[src/rtl/mips_pkg.sv]
// Shared definitions for the instruction-memory loader slice.
package mips_pkg;

  localparam int unsigned WORD_W         = 32;
  localparam int unsigned BYTES_PER_WORD = 4;

  typedef enum logic [1:0] {
    S_LOAD,
    S_WRITE,
    S_DONE
  } loader_state_e;

endpackage

[src/rtl/imem_loader_if.sv]
// Program byte stream (valid/ready) feeding the instruction-memory loader.
interface imem_loader_if;

  logic       in_valid;
  logic       in_ready;
  logic [7:0] in_byte;
  logic       in_last;

  modport master (
    output in_valid,
    output in_byte,
    output in_last,
    input  in_ready
  );

  modport slave (
    input  in_valid,
    input  in_byte,
    input  in_last,
    output in_ready
  );

endinterface

[src/rtl/imem_loader_byte_packer.sv]
// Packs accepted bytes into big-endian 32-bit words; a word closed early by
// in_last is zero-padded in its low bytes.
module byte_packer
  import mips_pkg::*;
(
  input  logic              clk,
  input  logic              rst,
  input  logic              clr,
  input  logic              accept,
  input  logic [7:0]        in_byte,
  input  logic              in_last,
  output logic              word_done,
  output logic [WORD_W-1:0] word
);

  logic [1:0]  byte_cnt_q, byte_cnt_d;
  logic [23:0] shift_q, shift_d;
  logic [31:0] shifted;
  logic [4:0]  pad_sh;

  // Shift new byte in at the LSB end; emit the padded word on the closing byte.
  always_comb begin
    shifted    = {shift_q, in_byte};
    pad_sh     = {2'd3 - byte_cnt_q, 3'b000};
    word       = shifted << pad_sh;
    word_done  = accept & ((byte_cnt_q == 2'd3) | in_last);
    byte_cnt_d = byte_cnt_q;
    shift_d    = shift_q;
    if (clr) begin
      byte_cnt_d = '0;
      shift_d    = '0;
    end else if (accept) begin
      if (word_done) begin
        byte_cnt_d = '0;
        shift_d    = '0;
      end else begin
        byte_cnt_d = byte_cnt_q + 2'd1;
        shift_d    = shifted[23:0];
      end
    end
  end

  // Packer state registers.
  always_ff @(posedge clk or posedge rst) begin
    if (rst) begin
      byte_cnt_q <= '0;
      shift_q    <= '0;
    end else begin
      byte_cnt_q <= byte_cnt_d;
      shift_q    <= shift_d;
    end
  end

endmodule

[src/rtl/imem_loader.sv]
// Loads a program byte stream into instruction RAM from word 0 upward and
// holds the CPU in reset until the last word is written.
module imem_loader
  import mips_pkg::*;
#(
  parameter int unsigned ADDR_W = 8,
  parameter int unsigned DEPTH  = 256
) (
  input  logic               clk,
  input  logic               rst,
  imem_loader_if.slave       stream,
  input  logic               load_start,
  output logic               ram_we,
  output logic [ADDR_W-1:0]  ram_addr,
  output logic [WORD_W-1:0]  ram_wdata,
  output logic               cpu_hold,
  output logic               done,
  output logic               overflow,
  output logic [ADDR_W:0]    word_count
);

  loader_state_e     state_q, state_d;
  logic              in_ready_q, in_ready_d;
  logic              last_q, last_d;
  logic              ram_we_q, ram_we_d;
  logic [ADDR_W-1:0] ram_addr_q, ram_addr_d;
  logic [WORD_W-1:0] ram_wdata_q, ram_wdata_d;
  logic              cpu_hold_q, cpu_hold_d;
  logic              done_q, done_d;
  logic              overflow_q, overflow_d;
  logic [ADDR_W:0]   word_idx_q, word_idx_d;

  logic              accept;
  logic              packer_clr;
  logic              word_done;
  logic [WORD_W-1:0] word;

  assign accept          = stream.in_valid & in_ready_q;
  assign stream.in_ready = in_ready_q;
  assign ram_we          = ram_we_q;
  assign ram_addr        = ram_addr_q;
  assign ram_wdata       = ram_wdata_q;
  assign cpu_hold        = cpu_hold_q;
  assign done            = done_q;
  assign overflow        = overflow_q;
  assign word_count      = word_idx_q;

  byte_packer u_packer (
    .clk       (clk),
    .rst       (rst),
    .clr       (packer_clr),
    .accept    (accept),
    .in_byte   (stream.in_byte),
    .in_last   (stream.in_last),
    .word_done (word_done),
    .word      (word)
  );

  // FSM next state and registered RAM/CPU-facing outputs.
  // The write decision is made on the completing accept so that the strobe
  // is already registered for the single S_WRITE cycle.
  always_comb begin
    state_d     = state_q;
    in_ready_d  = in_ready_q;
    last_d      = last_q;
    ram_we_d    = 1'b0;
    ram_addr_d  = ram_addr_q;
    ram_wdata_d = ram_wdata_q;
    cpu_hold_d  = cpu_hold_q;
    done_d      = done_q;
    overflow_d  = overflow_q;
    word_idx_d  = word_idx_q;
    packer_clr  = 1'b0;
    case (state_q)
      S_LOAD: begin
        if (word_done) begin
          state_d    = S_WRITE;
          in_ready_d = 1'b0;
          last_d     = stream.in_last;
          if (word_idx_q < (ADDR_W+1)'(DEPTH)) begin
            ram_we_d    = 1'b1;
            ram_addr_d  = word_idx_q[ADDR_W-1:0];
            ram_wdata_d = word;
            word_idx_d  = word_idx_q + 1'b1;
          end else begin
            overflow_d = 1'b1;
          end
        end
      end
      S_WRITE: begin
        if (last_q) begin
          state_d    = S_DONE;
          in_ready_d = 1'b0;
          cpu_hold_d = 1'b0;
          done_d     = 1'b1;
        end else begin
          state_d    = S_LOAD;
          in_ready_d = 1'b1;
        end
      end
      S_DONE: begin
        if (load_start) begin
          state_d    = S_LOAD;
          in_ready_d = 1'b1;
          cpu_hold_d = 1'b1;
          done_d     = 1'b0;
          overflow_d = 1'b0;
          word_idx_d = '0;
          last_d     = 1'b0;
          packer_clr = 1'b1;
        end
      end
      default: begin
        state_d    = S_LOAD;
        in_ready_d = 1'b1;
      end
    endcase
  end

  // State and output registers.
  always_ff @(posedge clk or posedge rst) begin
    if (rst) begin
      state_q     <= S_LOAD;
      in_ready_q  <= 1'b1;
      last_q      <= 1'b0;
      ram_we_q    <= 1'b0;
      ram_addr_q  <= '0;
      ram_wdata_q <= '0;
      cpu_hold_q  <= 1'b1;
      done_q      <= 1'b0;
      overflow_q  <= 1'b0;
      word_idx_q  <= '0;
    end else begin
      state_q     <= state_d;
      in_ready_q  <= in_ready_d;
      last_q      <= last_d;
      ram_we_q    <= ram_we_d;
      ram_addr_q  <= ram_addr_d;
      ram_wdata_q <= ram_wdata_d;
      cpu_hold_q  <= cpu_hold_d;
      done_q      <= done_d;
      overflow_q  <= overflow_d;
      word_idx_q  <= word_idx_d;
    end
  end

endmodule

[src/flat_wrapper.sv]
// flat-port wrapper written by rule: the top's interface ports become plain ports
module imem_loader_flat import mips_pkg::*;
#(
  parameter int unsigned ADDR_W = 8,
  parameter int unsigned DEPTH  = 256
)
  (clk, rst, load_start, ram_we, ram_addr, ram_wdata, cpu_hold, done, overflow, word_count, stream_in_valid, stream_in_byte, stream_in_last, stream_in_ready);
  imem_loader_if stream_i ();
  input  logic clk;
  input  logic rst;
  input  logic load_start;
  output logic ram_we;
  output logic [ADDR_W-1:0] ram_addr;
  output logic [WORD_W-1:0] ram_wdata;
  output logic cpu_hold;
  output logic done;
  output logic overflow;
  output logic [ADDR_W:0] word_count;
  input wire logic [$bits(stream_i.in_valid)-1:0] stream_in_valid;
  input wire logic [$bits(stream_i.in_byte)-1:0] stream_in_byte;
  input wire logic [$bits(stream_i.in_last)-1:0] stream_in_last;
  output wire logic [$bits(stream_i.in_ready)-1:0] stream_in_ready;
  assign stream_i.in_valid = stream_in_valid;
  assign stream_i.in_byte = stream_in_byte;
  assign stream_i.in_last = stream_in_last;
  assign stream_in_ready = stream_i.in_ready;
  imem_loader #(.ADDR_W(ADDR_W), .DEPTH(DEPTH)) u_core (.clk(clk), .rst(rst), .stream(stream_i), .load_start(load_start), .ram_we(ram_we), .ram_addr(ram_addr), .ram_wdata(ram_wdata), .cpu_hold(cpu_hold), .done(done), .overflow(overflow), .word_count(word_count));
endmodule
[config.mk]
export PLATFORM = sky130hd
export DESIGN_NAME = imem_loader_flat
export DESIGN_NICKNAME = d
export VERILOG_FILES = /design/src/rtl/mips_pkg.sv /design/src/rtl/imem_loader_if.sv /design/src/rtl/imem_loader_byte_packer.sv /design/src/rtl/imem_loader.sv /design/src/flat_wrapper.sv
export SDC_FILE = /design/constraint.sdc
export NUM_CORES = 1
export LEC_CHECK = 0
export BUFFER_PORTS_ARGS = -buffer_cell sky130_fd_sc_hd__buf_2
export CORE_MARGIN = 4
export CORE_UTILIZATION = 55
export CTS_BUF_LIST = sky130_fd_sc_hd__clkbuf_8
export DETAILED_ROUTE_END_ITERATION = 8
export PLACE_DENSITY_LB_ADDON = 0.25
export SLEW_MARGIN = 20
export SYNTH_ARGS = -nofsm -noshare
export SYNTH_HDL_FRONTEND = slang
export SYNTH_SLANG_ARGS = --single-unit
[constraint.sdc]
create_clock -name clk -period 6.26 [get_ports clk]
set_input_delay 0.313 -clock clk [delete_from_list [all_inputs] [get_ports clk]]
set_output_delay 0.313 -clock clk [all_outputs]
set_load 0.005 [all_outputs]
After elaboration in Yosys (flattened, before gate mapping)

Index checks and enable logic that the tools add are counted.

Flip-flop bits (word level): 83
Input port bits: 13
Output and inout bits: 54
Logic and storage cells: 71

Add/subtract/negate cells: 3
Order comparisons: 1
Equality and inequality tests: 8
Shifts and indexed selects: 1
Muxes and demuxes: 33
Bitwise gates (word level): 3
Reduce and logical (&&, ||, !) cells: 10

Operator list:

| kind                  | count |
|---|---|
| $mux W24              | 3 |
| $shl A32 B5 Y32       | 1 |
| $mux W9               | 3 |
| $pmux W9 S2           | 1 |
| $mux W1               | 14 |
| $mux W2               | 6 |
| $add A9 B1 Y9 const B | 1 |
| $lt A9 B9 Y1 const B  | 1 |
| $reduce_and A3 Y1     | 3 |
| $pmux W1 S2           | 4 |
| $reduce_and A4 Y1     | 2 |
| $ne A2 B2 Y1 const B  | 3 |
| $pmux W2 S3           | 1 |
| $reduce_bool A2 Y1    | 3 |
| $eq A2 B2 Y1 const B  | 2 |
| $ne A2 B1 Y1 const B  | 2 |
| $pmux W1 S3           | 1 |
| $add A2 B1 Y2 const B | 1 |
| $and A1 B1 Y1         | 2 |
| $eq A2 B1 Y1 const B  | 1 |
| $logic_not A2 Y1      | 1 |
| $reduce_and A2 Y1     | 1 |
| $sub A2 B2 Y2 const A | 1 |
| $or A1 B1 Y1          | 1 |

Longest topological paths before layout

Depth after elaboration: 6
Gate-level depth with buffers: 9
Gate-level depth less buffers: 6

Modules after synthesis

A second synthesis with hierarchy kept.

Cells, all modules: 354
Area total of the unflattened synthesis: 4201.5 µm²

Modules (own cells, without submodules):

| module      | times used | cells each | area each (µm²) |
|---|---|---|---|
| imem_loader | 1          | 163        | 2324.7 |
| byte_packer | 1          | 191        | 1876.8 |

Worst setup path before layout

No wires, ideal clock.

Path type: flip-flop to flip-flop
From: register u_core.u_packer.byte_cnt_q[0]
To: register u_core.ram_wdata_q[24] (netlist: u_core.ram_wdata[24])
Arrival time: 1.541 ns
Required time: 6.135 ns
Path slack: 4.594 ns
Cell stages (with the launch flop): 8
Buffers on the path: 2
Clock period less this slack: 1.666 ns
Cell sequence: dfrtp_1 -> ha_1 -> o211a_4 -> nand2_2 -> buf_6 -> inv_4 -> buf_12 -> mux2_4

Cells in the longest elaborated chain, start to end: 4

RTL lines:

| element                                                               | RTL line                      | RTL |
|---|---|---|
| start, declared                                                       | imem_loader_byte_packer.sv:16 | `logic [1:0] byte_cnt_q, byte_cnt_d;` |
| start signal, assigned                                                | imem_loader_byte_packer.sv:49 | `byte_cnt_q <= byte_cnt_d;` |
| parallel branches: the longest is 4 deep, another holds $sub A2 B2 Y2 | -                             |  |
| end signal, assigned                                                  | imem_loader.sv:139            | `ram_wdata_q <= ram_wdata_d;` |
| end, declared                                                         | imem_loader.sv:27             | `logic [WORD_W-1:0] ram_wdata_q, ram_wdata_d;` |

Several ways; the timed one is not identified.
A chain may end at the register's enable or synchronous reset.

Worst setup path after layout

From: register u_core.u_packer.byte_cnt_q[0]
To: register u_core.word_idx_q[7] (netlist: u_core.word_count[7])

Cells in the longest elaborated chain, start to end: 5

RTL lines:

| element                     | RTL line                      | RTL |
|---|---|---|
| $eq A2 B2 Y1                | imem_loader_byte_packer.sv:26 | `word_done = accept & ((byte_cnt_q == 2'd3) \| in_last);` |
| $or A1 B1 Y1                | imem_loader_byte_packer.sv:26 |  |
| $and A1 B1 Y1               | imem_loader_byte_packer.sv:26 |  |
| $ne A2 B2 Y1 (no line)      | -                             |  |
| $reduce_and A4 Y1 (no line) | -                             |  |
| end signal, assigned        | imem_loader.sv:143            | `word_idx_q <= word_idx_d;` |
| end, declared               | imem_loader.sv:31             | `logic [ADDR_W:0] word_idx_q, word_idx_d;` |

No other way between the ends.

==> flow_summary.yaml <==
status:
  outcome: "finished, final reports clean"
sta:
  setup_viol: 0
  tightest_slew_ns: 0.869
  fmax_mhz: 467
  min_period_ns: 2.14
  drv_slew: 0
  fin_skew_ns: 0.00669
  fin_tns_setup_ns: 0
  relSlewSlack_pct: 41.9
  fin_crit_sh_pct: 34.2
  final-hold-violation-count: 0
  grt_setup_unrepaired: "no"
clocking:
  clockBufferDepth: 2
  worst_skew_pair.late_latency_ns: 0.35
  ctsHoldBuffers: 0
  cts_root_buf: "clkbuf_8"
  htree_levels: 3
  ctsResizeCount: 0
  cts_setup_buffers: 0
  clk_pin_slew_ns: 0.08
  numCtsBuffers: 9
  cts_sinks: 83
  cts_tree: "built"
power_and_ir_drop:
  leakage_nw: 2.23
  seqPwrFrac_pct: 42.7
  p_int_w: 0.00130
  p_sw_share_pct: 35.8
  pwr_density_cell_mw_per_mm2: 453
  vdd_drop_max_uv: 204
  comb_power_share_pct: 34.6
  p_switching_w: 0.000722
  power_frac_clock_pct: 22.7
job:
  drv_cap: 0
critical_path:
  path_max_fanout: 35
  crit_arrival_ns: 2.38
  worst-setup-path-type: "flop to flop"
  rrSetupSlack_ns: 4.12
  cp-start-kind: "flop"
  cp_cell_sequence: "ha_1 > o211a_4 > nand2_2 > buf_4 > nor4_1 > a211o_1"
  critPathCaptureType: "flop"
  r2r-end: "u_core.word_count[7]$_DFFE_PP0P_"
  cp_data_required_time_ns: 6.50
  rr_worst_depth: 6
  reg2reg_from: "u_core.u_packer.byte_cnt_q[0]$_DFFE_PP0P_"
  cpMaxStageDelayCell: "buf_4"
  max_stage_delay_ns: 0.41
global_routing:
  antenna_found_initial: 0
  overflow: 0
  grt_start_max_net_pins: 84
  grt_pass1_vias: 2862
  grt.total_usage_pct: 20.3
  grt_pass1_wl_mm: 13.8
die:
  die-height_um: 92.2
  die_area_mm2: 0.00850
  core_mm2: 0.00683
  io_pins: 67
  fp.dieW_um: 92.2
  num_rows: 30
  initial_core_util_pct: 57.1
routing:
  wl_per_cell_um: 15.2
  num_vias: 3029
  drt-pass1-iter-count: 4
  via_per_inst: 5.54
  antenna_left: 0
  wl_mm: 8.33
  drc_errors: 0
  drtIter0Drc: 212
placement:
  io_buffers: 66
  routabilityCongestion: 0.865
  dp_hpwl_mm: 5.18
  placedCellCount: 531
synth:
  ys.flop_type: "dfrtp_1"
  synth_area_per_cell_um2: 9.94
  syn_area_mm2: 0.00390
  synthTopCellsByArea: "dfrtp_1 52%, nand2_1 6.9%, a22oi_1 4.8%"
  synthesis.instances: 392
  synth_seq_area_share_pct: 53.4
  yosys.area.top_type: "dfrtp_1"
  synth.distinct_cells: 48
  synthesis.nets: 407
  ys_seq_elements: 83
  async_reset_ff_share_pct: 100
  synth_edf_count: 0
  ys_warn_count: 0
  synth_top_cell_area_share_pct: 52.0
finish:
  num-nets-final: 461
  antenna_cells: 0
  drive_above_1_share_pct: 26.6
  syn2layout_area_growth_pct: 14.3
  fin_cells: 547
hold_path:
  hp-class: "primary input to async pin"
layout make-up:
| class | count | area, um^2 |
|---|---|---|
| repair buffers | 70 | 364 |
| clock buffers | 9 | 124 |
| multi-input cells | 274 | 1620 |
| well taps | 96 | 120 |
| inverters | 8 | 33.8 |
| flip-flops and latches | 83 | 2080 |
| clock inverters | 7 | 116 |
| fillers | 583 | 2380 |
how the worst max path moves through the flow:
| stage | to | start | cells after the start |
|---|---|---|---|
| finish | u_core.word_count[7]$_DFFE_PP0P_ | u_core.u_packer.byte_cnt_q[0]$_DFFE_PP0P_ | 6 |
| global route | u_core.word_count[7]$_DFFE_PP0P_ | u_core.u_packer.byte_cnt_q[0]$_DFFE_PP0P_ | 6 |
| CTS | u_core.word_count[2]$_DFFE_PP0P_ | u_core.state_q[1]$_DFFE_PP0P_ | 3 |
| detailed placement | u_core.word_count[7]$_DFFE_PP0P_ | u_core.u_packer.byte_cnt_q[0]$_DFFE_PP0P_ | 6 |
| global placement | u_core.word_count[7]$_DFFE_PP0P_ | u_core.u_packer.byte_cnt_q[0]$_DFFE_PP0P_ | 6 |
| floorplan | u_core.done$_DFFE_PP0P_ | rst | 1 |
Yosys cell counts, types with 2 or more instances:
master / count
buf_4: 2
nand3_1: 17
mux2_4: 8
dfstp_2: 2
inv_1: 7
nand2_2: 2
buf_6: 2
a22oi_1: 25
mux2_2: 14
ha_1: 2
buf_2: 14
nand2_1: 72
mux2i_1: 9
clkbuf_1: 6
nor3_1: 2
mux2_1: 2
o21ai_0: 24
o21ai_1: 3
nor2_1: 44
a31oi_1: 3
or3_1: 2
dfrtp_1: 81
and3_1: 2
a21oi_1: 23
per-stage QoR:
stage	utilization, %	setup slack [ns]	area, um^2	hold WS, ns	total power (W)
after global routing	65.2	3.99	4460	0.223	0.00216
after global placement	61.6	4.17	4210	0.446	0.00154
final	65.2	4.12	4460	0.147	0.00202
after detailed placement	61.6	4.13	4210	0.452	0.00156
after floorplan	-	3.81	3900	0.422	0.00136
after CTS	65.1	4.09	4450	0.193	0.00203
critical path: cells and delay by family (launching register included):
family	cells	cell delay (ns)
buf+inv	1	0.41
compound gates	2	0.51
fa+ha+maj	1	0.27
simple gates	2	0.42
flops	1	0.39
cells in the final DEF (no fill, tap or decap), drive strengths merged, types with 7 or more instances in the layout:
| cell | Yosys | routed |
|---|---|---|
| a21oi | 24 | 24 |
| a22oi | 25 | 25 |
| buf | 21 | 70 |
| clkbuf | 6 | 9 |
| dfrtp | 81 | 81 |
| inv | 8 | 7 |
| mux2 | 24 | 24 |
| mux2i | 9 | 9 |
| nand2 | 74 | 74 |
| nand3 | 18 | 18 |
| nor2 | 44 | 44 |
| o21ai | 27 | 27 |
cell families after synthesis:
| logic type | after synthesis | share of synthesized area (%) |
|---|---|---|
| buf+inv | 35 | 5.17 |
| compound gates | 86 | 13.6 |
| flops | 83 | 53.4 |
| fa+ha+maj | 2 | 0.642 |
| mux | 33 | 10.0 |
| simple gates | 152 | 17.0 |
| xor+xnor | 1 | 0.225 |
per-layer routing:
layer  up-vias  GRT usage [%]  routed length (um)
met1      1465           29.0                4050
met3        17           4.92                 385
li1       1466              -                   -
met2        81           29.6                3750
met5         -              0                   0
met4         0           8.79                 142
power by group through the flow:
stage               clock (W)  sequential (W)  combinational (W)
floorplan                   0        0.000851           0.000508
global placement            0        0.000859           0.000682
detailed placement          0        0.000865           0.000699
CTS                  0.000468        0.000859           0.000704
global route         0.000490        0.000889           0.000780
finish               0.000458        0.000862           0.000697
flip-flops by register name, indices dropped and copies added (netlist names):
register and flops:
u_core.cpu_hold 1, u_core.done 1, u_core.last_q 1, u_core.overflow 1, u_core.ram_addr 8, u_core.ram_wdata 32
u_core.ram_we 1, u_core.state_q 2, u_core.stream.in_ready 1, u_core.u_packer.byte_cnt_q 2, u_core.u_packer.shift_q 24, u_core.word_count 9
(Power assumes the default switching activity.)
